==> src/rtl/mux_gate_sweeper.sv <==
// Self-check sweeper for gates built only from 2:1 muxes.
// Sweeps operand pairs, compares against native operators, counts and captures failures.
module mux_gate_sweeper #(
  parameter int W = 2
) (
  input  logic           clk,
  input  logic           rst_n,
  input  logic           start_i,
  input  logic [2:0]     mode_i,
  input  logic           fault_i,
  output logic           busy_o,
  output logic           done_o,
  output logic           pass_o,
  output logic [2*W+2:0] fail_cnt_o,
  output logic           first_fail_vld_o,
  output logic [2:0]     first_fail_op_o,
  output logic [W-1:0]   first_fail_a_o,
  output logic [W-1:0]   first_fail_b_o
);

  localparam int VW = 2 * W;
  localparam int CW = 2 * W + 3;
  localparam logic [VW-1:0] VONE = VW'(1);
  localparam logic [CW-1:0] CONE = CW'(1);
  localparam logic [2:0] OP_ALL = 3'd7;
  localparam logic [2:0] OP_LAST = 3'd6;

  typedef enum logic [2:0] {
    S_IDLE,
    S_SWEEP,
    S_DRAIN1,
    S_DRAIN2,
    S_DONE
  } state_e;

  state_e        state_q, state_d;
  logic          all_q, all_d;
  logic [2:0]    op_q, op_d;
  logic [VW-1:0] vec_q, vec_d;
  logic          issue, accept, to_done;

  logic          s1_vld_q;
  logic [2:0]    s1_op_q;
  logic [W-1:0]  s1_a_q, s1_b_q;
  logic [W-1:0]  s1_exp_q, s1_act_q;

  logic [CW-1:0] cnt_q;
  logic          pass_q;
  logic          ffv_q;
  logic [2:0]    ffop_q;
  logic [W-1:0]  ffa_q, ffb_q;

  logic [W-1:0]  a_iss, b_iss;
  logic [W-1:0]  exp_v, act_raw, act_v;

  function automatic logic mux2(input logic d0, input logic d1,
                                input logic sel);
    return sel ? d1 : d0;
  endfunction

  function automatic logic inv1(input logic x);
    return mux2(1'b1, 1'b0, x);
  endfunction

  function automatic logic gate_bit(input logic [2:0] op,
                                    input logic x, input logic y);
    logic r_and, r_or, r_xor, r_xnor, r;
    r_and  = mux2(1'b0, x, y);
    r_or   = mux2(x, 1'b1, y);
    r_xor  = mux2(x, inv1(x), y);
    r_xnor = mux2(inv1(x), x, y);
    unique case (op)
      3'd0:    r = inv1(x);
      3'd1:    r = r_and;
      3'd2:    r = r_or;
      3'd3:    r = r_xor;
      3'd4:    r = inv1(r_and);
      3'd5:    r = inv1(r_or);
      3'd6:    r = r_xnor;
      default: r = 1'b0;
    endcase
    return r;
  endfunction

  function automatic logic [W-1:0] gate_ref(input logic [2:0] op,
                                            input logic [W-1:0] a,
                                            input logic [W-1:0] b);
    logic [W-1:0] r;
    unique case (op)
      3'd0:    r = ~a;
      3'd1:    r = a & b;
      3'd2:    r = a | b;
      3'd3:    r = a ^ b;
      3'd4:    r = ~(a & b);
      3'd5:    r = ~(a | b);
      3'd6:    r = ~(a ^ b);
      default: r = '0;
    endcase
    return r;
  endfunction

  assign a_iss = vec_q[VW-1:W];
  assign b_iss = vec_q[W-1:0];

  always_comb begin
    exp_v   = gate_ref(op_q, a_iss, b_iss);
    act_raw = '0;
    for (int i = 0; i < W; i++) begin
      act_raw[i] = gate_bit(op_q, a_iss[i], b_iss[i]);
    end
    act_v    = act_raw;
    // Fault injection flips bit 0 through a mux as well
    act_v[0] = mux2(act_raw[0], inv1(act_raw[0]), fault_i);
  end

  always_comb begin
    state_d = state_q;
    all_d   = all_q;
    op_d    = op_q;
    vec_d   = vec_q;
    issue   = 1'b0;
    accept  = 1'b0;
    to_done = 1'b0;
    unique case (state_q)
      S_IDLE: begin
        if (start_i) begin
          accept  = 1'b1;
          state_d = S_SWEEP;
          all_d   = (mode_i == OP_ALL);
          op_d    = (mode_i == OP_ALL) ? 3'd0 : mode_i;
          vec_d   = '0;
        end
      end
      S_SWEEP: begin
        issue = 1'b1;
        vec_d = vec_q + VONE;
        if (vec_q == '1) begin
          if (!all_q || op_q == OP_LAST) begin
            state_d = S_DRAIN1;
          end else begin
            op_d = op_q + 3'd1;
          end
        end
      end
      S_DRAIN1: state_d = S_DRAIN2;
      S_DRAIN2: begin
        state_d = S_DONE;
        to_done = 1'b1;
      end
      S_DONE:  state_d = S_IDLE;
      default: state_d = S_IDLE;
    endcase
  end

  always_ff @(posedge clk or negedge rst_n) begin
    if (!rst_n) begin
      state_q <= S_IDLE;
      all_q   <= 1'b0;
      op_q    <= '0;
      vec_q   <= '0;
    end else begin
      state_q <= state_d;
      all_q   <= all_d;
      op_q    <= op_d;
      vec_q   <= vec_d;
    end
  end

  always_ff @(posedge clk or negedge rst_n) begin
    if (!rst_n) begin
      s1_vld_q <= 1'b0;
      s1_op_q  <= '0;
      s1_a_q   <= '0;
      s1_b_q   <= '0;
      s1_exp_q <= '0;
      s1_act_q <= '0;
    end else begin
      s1_vld_q <= issue;
      if (issue) begin
        s1_op_q  <= op_q;
        s1_a_q   <= a_iss;
        s1_b_q   <= b_iss;
        s1_exp_q <= exp_v;
        s1_act_q <= act_v;
      end
    end
  end

  always_ff @(posedge clk or negedge rst_n) begin
    if (!rst_n) begin
      cnt_q  <= '0;
      pass_q <= 1'b0;
      ffv_q  <= 1'b0;
      ffop_q <= '0;
      ffa_q  <= '0;
      ffb_q  <= '0;
    end else if (accept) begin
      cnt_q  <= '0;
      pass_q <= 1'b0;
      ffv_q  <= 1'b0;
      ffop_q <= '0;
      ffa_q  <= '0;
      ffb_q  <= '0;
    end else begin
      if (s1_vld_q && (s1_exp_q != s1_act_q)) begin
        if (cnt_q != '1) begin
          cnt_q <= cnt_q + CONE;
        end
        if (!ffv_q) begin
          ffv_q  <= 1'b1;
          ffop_q <= s1_op_q;
          ffa_q  <= s1_a_q;
          ffb_q  <= s1_b_q;
        end
      end
      if (to_done) begin
        pass_q <= (cnt_q == '0);
      end
    end
  end

  assign busy_o           = (state_q != S_IDLE);
  assign done_o           = (state_q == S_DONE);
  assign pass_o           = pass_q;
  assign fail_cnt_o       = cnt_q;
  assign first_fail_vld_o = ffv_q;
  assign first_fail_op_o  = ffop_q;
  assign first_fail_a_o   = ffa_q;
  assign first_fail_b_o   = ffb_q;

endmodule

==> config.mk <==
export PLATFORM = sky130hd
export DESIGN_NAME = mux_gate_sweeper
export DESIGN_NICKNAME = d
export VERILOG_FILES = /design/src/rtl/mux_gate_sweeper.sv
export SDC_FILE = /design/constraint.sdc
export NUM_CORES = 1
export LEC_CHECK = 0
export CAP_MARGIN = 20
export CORE_UTILIZATION = 55
export CTS_CLUSTER_SIZE = 28
export DETAILED_ROUTE_END_ITERATION = 8
export GPL_TIMING_DRIVEN = 0
export HOLD_SLACK_MARGIN = 0.06
export PLACE_DENSITY_LB_ADDON = 0.1
export SYNTH_ARGS = -nofsm -noshare
export SYNTH_HDL_FRONTEND = slang
export SYNTH_SLANG_ARGS = --single-unit
==> constraint.sdc <==
create_clock -name clk -period 2.07 [get_ports clk]
set_input_delay 0.3105 -clock clk [delete_from_list [all_inputs] [get_ports clk]]
set_output_delay 0.3105 -clock clk [all_outputs]
set_load 0.02 [all_outputs]
# == Word level (Yosys, flattened, before mapping) ==
# Cells that the tools add are included.
# word_totals
inputBits,7
reg_bits,39
word_cells,112
output_inout_bits,18
# classes
muxes,50
add_sub_neg,3
reduce_logical,17
n_eq_ne,19
bitwise,7
# ops
operator,count
3-bit 2-to-1 mux,10
1-bit 2-to-1 mux,24
7-bit 2-to-1 mux,3
"3-bit == test, second input constant",5
1-bit one-hot mux with 7 select lines,2
2-bit one-hot mux with 7 select lines,1
"3-bit by 2-bit == test with 1-bit output, second input constant",4
2-bit 2-to-1 mux,6
3-bit one-hot mux with 4 select lines,1
"2-bit != test, second input constant",5
2-bit inverter,4
4-bit one-hot mux with 2 select lines,1
2-bit AND reduction,4
2-bit nonzero test,4
"7-bit by 1-bit adder with 7-bit output, second input constant",1
7-bit logical NOT,1
"7-bit != test, second input constant",1
"3-bit by 1-bit == test with 1-bit output, second input constant",2
3-bit logical NOT,2
3-bit one-hot mux with 2 select lines,1
"4-bit by 1-bit adder with 4-bit output, second input constant",1
"4-bit == test, second input constant",1
4-bit 2-to-1 mux,1
4-bit AND reduction,1
10 further kinds,10

# == Longest topological paths before layout ==
# depth
depth_word,5
mapped_depth,8
mapped_depth_nobuf,6

# == Least setup slack after synthesis ==
# Ideal clock, no wire load.
# synth_path
path_kind,register -> register
from,reg op_q[0]
to,reg op_q[0]
setup_ns,0.122
stages_incl_launch_ff,7
path_slack_ns,0.168
synth_period_minus_slack_ns,1.902
required_ns,1.948
arrival_time_ns,1.781
path_buffers,0
path_cell_list,dfrtp_1 -> inv_1 -> ha_1 -> a21bo_2 -> or2_2 -> or3_1 -> a32o_1
# synth_via
elab_chain_len,4
word_cells_on_any_way,8
cone_classes,1 x add/sub; 2 x eq/ne; 3 x mux; 2 x reduce/logical
# synth_rtl
element,line_no,source
from (decl),38,"logic [2:0] op_q, op_d;"
from (signal assigned),164,op_q <= op_d;
3-bit by 1-bit adder with 3-bit output / 3-bit == test (equally long branches),"141, 138",
3-bit 2-to-1 mux / 1-bit logical OR (equally long branches),138,if (!all_q || op_q == OP_LAST) begin
3-bit 2-to-1 mux / 2-bit != test (equally long branches),n/a,
3-bit one-hot mux with 2 select lines / 4-bit AND reduction (equally long branches),n/a,
# Parallel ways exist; a longest one is shown, timed or not. The select of a mux whose other input is x is not followed.
# A chain may end at the register's enable or synchronous reset.

# == Final worst setup path ==
# Ends and elaborated chain as after synthesis.

==> results.ini <==
[status]
run_status=completed

[detailed_routing]
vias=1724
first_iter_violations=106
post_drt_via_cell_ratio=5.652
wl_per_cell_um=14.18
antenna_violating_nets_post_route=0
drc=0
wl_um=4325
detail_route.first_pass.iterations=4

[sta]
f_max_mhz=505.7
relative_slew_slack_pct=43.19
finalHoldWorstSlack_ns=0.1213
rsz0062_at_grt=false
post-route-worst-setup-slack_ns=0.09249
setup_viol=0
worst_slew_pin_slew_ns=0.8521
final_hold_viol_count=0
timing.final.crit_share_pct=95.53
timing_max_transition_violations_final=0
period_needed_ns=1.978
skew_ns=0.004109

[pwr]
combPwrFrac_pct=48.3
pwr-share-clk_pct=17.7
leakagePower_nw=1.117
p_seq_share_pct=34.0
totalPowerFinal_w=0.003680
p_sw_share_pct=41.39
power.density_nw_per_um2=1472
power.switching_w=0.001523
internal_power_w=0.002157
worst_ir_drop_vdd_mv=0.9270

[yosys]
netlist_area_um2=2081
synth_fp_nets=245
synth-async-reset-ratio_pct=100.0
yosysUniqueCellTypes=43
synth-edff-count=0
dominantRegCellSynth=sky130_fd_sc_hd__dfrtp_1
syn_area_per_cell_um2=9.207
number_of_flip_flops_and_latches_in_the_synthesized_netlist=39
post_synth_main_area_contributors=sky130_fd_sc_hd__dfrtp_1 47%, sky130_fd_sc_hd__ha_1 7.2%, sky130_fd_sc_hd__o21ai_0 6.3%
synth-seq-area-share_pct=46.90
synthesis.yosys.warnings=0
cell_count_after_synthesis=226
synth_top_area_cell=sky130_fd_sc_hd__dfrtp_1
fraction_of_synthesized_cell_area_taken_by_the_top_area_cell_type_pct=46.90

[worst_setup_path]
cp-end-kind=flip-flop
rr_worst_depth=6
r2r_setup_slack_ns=0.09
rr_startpoint=op_q[0]$_DFFE_PN0P_
timing.critical_path.required_ns=2.26
worst_r2r_endpoint=op_q[0]$_DFFE_PN0P_
timing.setup.critical_path_class=reg2reg
arrival_ns=2.16
start_kind=flip-flop
timing.critical_path.fanout_max=6

[global_routing]
grt_overflow=0
grt_max_degree=40
antenna_found_initial=0
track_usage_pct=23.34
grt_pass1_vias=1615
grt_first_pass_wirelength_um=7334

[floorplanning]
die_width_um=63.51
core_region_area_um2=3468
effective_utilization_at_floorplan_pct=59.99
die_y_um=63.51
die_area_um2=4033
ios=25
floorplan.rows=21

[placed_design]
postPlaceCellArea_um2=2374
dp.cells=296
dp_worst_setup_slack_ns=-0.08344
routabilityCongestion=0.8355
hpwlAfterDp_um=3122
port-buffer-count=24

[cts]
clock_insertion_delay_worst_skew_ns=0.29
max-clock-path-buffers=2
clock_tree.htree_level_count=2
cts_root_buf=sky130_fd_sc_hd__clkbuf_8
clkSlewWorstSetupHoldPaths_ns=0.08
tritoncts_clock_tree=yes
hold_buffers=0
total_clock_sinks=39
cts-buffers-inserted=5

[cells_and_area]
fill_cells=308
finalInstanceArea_um2=2501
final_nets=277
fraction_of_layout_cells_with_a_size_suffix_above_1_pct=7.722
diodes=0
layout.cells.non_filler=305
area_delta_synth_final_pct=20.20

[min_path]
type_of_the_worst_min_delay_path=in2async

[job]
cap_viol_max_count=0

[cell type report]
cell class              count  area (µm²)  area share (%)
well taps                  46       57.56           2.301
repair buffers             25       244.0           9.755
plain buffers              10       56.30           2.251
flip-flops and latches     39       975.9           39.02
inverters                  13       50.05           2.001
clock inverters             2       35.03           1.401
clock buffers               6       82.58           3.302
multi-input cells         164       999.7           39.97
[cells in the final DEF, fill, tap and decap left out, types with 2 or more instances in the layout]
| master | Yosys | routed |
|---|---|---|
| sky130_fd_sc_hd__a211o_1 | 2 | 2 |
| sky130_fd_sc_hd__a21oi_1 | 12 | 12 |
| sky130_fd_sc_hd__a31oi_1 | 5 | 5 |
| sky130_fd_sc_hd__and3_1 | 2 | 2 |
| sky130_fd_sc_hd__buf_2 | 2 | 3 |
| sky130_fd_sc_hd__buf_6 | 2 | 2 |
| sky130_fd_sc_hd__clkbuf_1 | 6 | 5 |
| sky130_fd_sc_hd__clkbuf_8 | 0 | 6 |
| sky130_fd_sc_hd__clkdlybuf4s50_1 | 0 | 21 |
| sky130_fd_sc_hd__clkinv_2 | 1 | 2 |
| sky130_fd_sc_hd__dfrtp_1 | 39 | 39 |
| sky130_fd_sc_hd__ha_1 | 12 | 12 |
| sky130_fd_sc_hd__inv_1 | 12 | 12 |
| sky130_fd_sc_hd__mux2i_1 | 3 | 3 |
| sky130_fd_sc_hd__nand2_1 | 28 | 28 |
| sky130_fd_sc_hd__nand2b_1 | 5 | 5 |
| sky130_fd_sc_hd__nand3_1 | 19 | 19 |
| sky130_fd_sc_hd__nand3b_1 | 2 | 2 |
| sky130_fd_sc_hd__nand4_1 | 2 | 2 |
| sky130_fd_sc_hd__nor2_1 | 9 | 9 |
| sky130_fd_sc_hd__nor2b_1 | 2 | 2 |
| sky130_fd_sc_hd__nor3b_1 | 2 | 2 |
| sky130_fd_sc_hd__nor4_1 | 2 | 2 |
| sky130_fd_sc_hd__o21ai_0 | 26 | 26 |
| sky130_fd_sc_hd__o21ai_1 | 2 | 2 |
| sky130_fd_sc_hd__o31ai_1 | 4 | 4 |
| sky130_fd_sc_hd__or2_2 | 3 | 3 |
| sky130_fd_sc_hd__or3_1 | 3 | 3 |
| sky130_fd_sc_hd__or4_1 | 2 | 2 |
| sky130_fd_sc_hd__xor2_1 | 2 | 2 |
[per-stage QoR]
stage                     util (%)  setup TNS (ns)
final                        72.11               0
after CTS                    72.01               0
after detailed placement     68.43         -0.1049
after global placement       68.58          -8.233
after floorplan                  -               0
after global routing         72.11               0
[worst max-delay path: stages, from the launching register on]
cell and delay (ns):
sky130_fd_sc_hd__dfrtp_1 0.36, sky130_fd_sc_hd__inv_1 0.08, sky130_fd_sc_hd__ha_1 0.27, sky130_fd_sc_hd__a21bo_2 0.26, sky130_fd_sc_hd__or2_2 0.28, sky130_fd_sc_hd__or3_1 0.36, sky130_fd_sc_hd__a32o_1 0.26
[worst max path at each step]
| stage | start | to | slack, ns | cells past startpoint |
|---|---|---|---|---|
| after floorplan | op_q[0]$_DFFE_PN0P_ | op_q[0]$_DFFE_PN0P_ | 0.17 | 6 |
| after CTS | state_q[0]$_DFFE_PN0P_ | done_o | 0.01 | 3 |
| after global placement | rst_n | state_q[1]$_DFFE_PN0P_ | -0.21 | 1 |
| final | op_q[0]$_DFFE_PN0P_ | op_q[0]$_DFFE_PN0P_ | 0.09 | 6 |
| after global routing | op_q[0]$_DFFE_PN0P_ | op_q[0]$_DFFE_PN0P_ | 0.02 | 6 |
| after detailed placement | start_i | vec_q[2]$_DFFE_PN0P_ | -0.08 | 6 |
[registers in the layout, summed over array words and instances (netlist names), 2 cells and up]
| signal | flops |
|---|---|
| fail_cnt_o | 7 |
| first_fail_a_o | 2 |
| first_fail_b_o | 2 |
| first_fail_op_o | 3 |
| op_q | 3 |
| s1_a_q | 2 |
| s1_act_q | 2 |
| s1_b_q | 2 |
| s1_exp_q | 2 |
| s1_op_q | 3 |
| state_q | 3 |
| vec_q | 4 |
[logic make-up (layout without fill, tap and decap cells)]
kind of cell	Yosys count	after routing	share of synthesized area, %
buf+inv	23	56	5.051
fa+ha+maj	12	12	7.216
mux	3	3	1.443
compound gates	61	61	17.62
flops	39	39	46.90
xor+xnor	2	2	0.8420
simple gates	86	86	20.93
[Yosys cell counts (all sizes together), types with 2 or more instances]
cell    number
nor2b        2
or2          3
or3          3
o21ai       28
mux2i        3
nand4        2
xor2         2
nand2       28
a31oi        5
a21oi       12
nand3       19
buf          4
o31ai        4
nor3b        2
ha          12
nor2         9
nand2b       5
and3         2
inv         12
dfrtp       39
a211o        2
or4          2
nand3b       2
clkbuf       6
nor4         2
[power groups by stage]
| stage | clock (W) | combinational [W] | sequential (W) |
|---|---|---|---|
| global placement | 0 | 0.00171 | 0.00126 |
| CTS | 0.000660 | 0.00178 | 0.00125 |
| finish | 0.000652 | 0.00178 | 0.00125 |
| detailed placement | 0 | 0.00175 | 0.00127 |
| floorplan | 0 | 0.00115 | 0.00132 |
| global route | 0.000684 | 0.00201 | 0.00129 |
[layer usage]
layer | GRT usage (%) | vias to the layer above | wire (µm)
met4 | 6.818 | 0 | 57
met3 | 4.348 | 6 | 211
met2 | 37.50 | 48 | 1967
li1 | - | 868 | -
met5 | 0 | - | 0
met1 | 31.89 | 802 | 2088
[timing repair]
item | 4_1_cts | 5_1_grt
endpoints found under the setup margin | 2 | 3
buffers inserted | 1 | 0
hold endpoints to repair | 0 | 0
resized for setup | 1 | 3
Power figures use the tool's default switching activity.
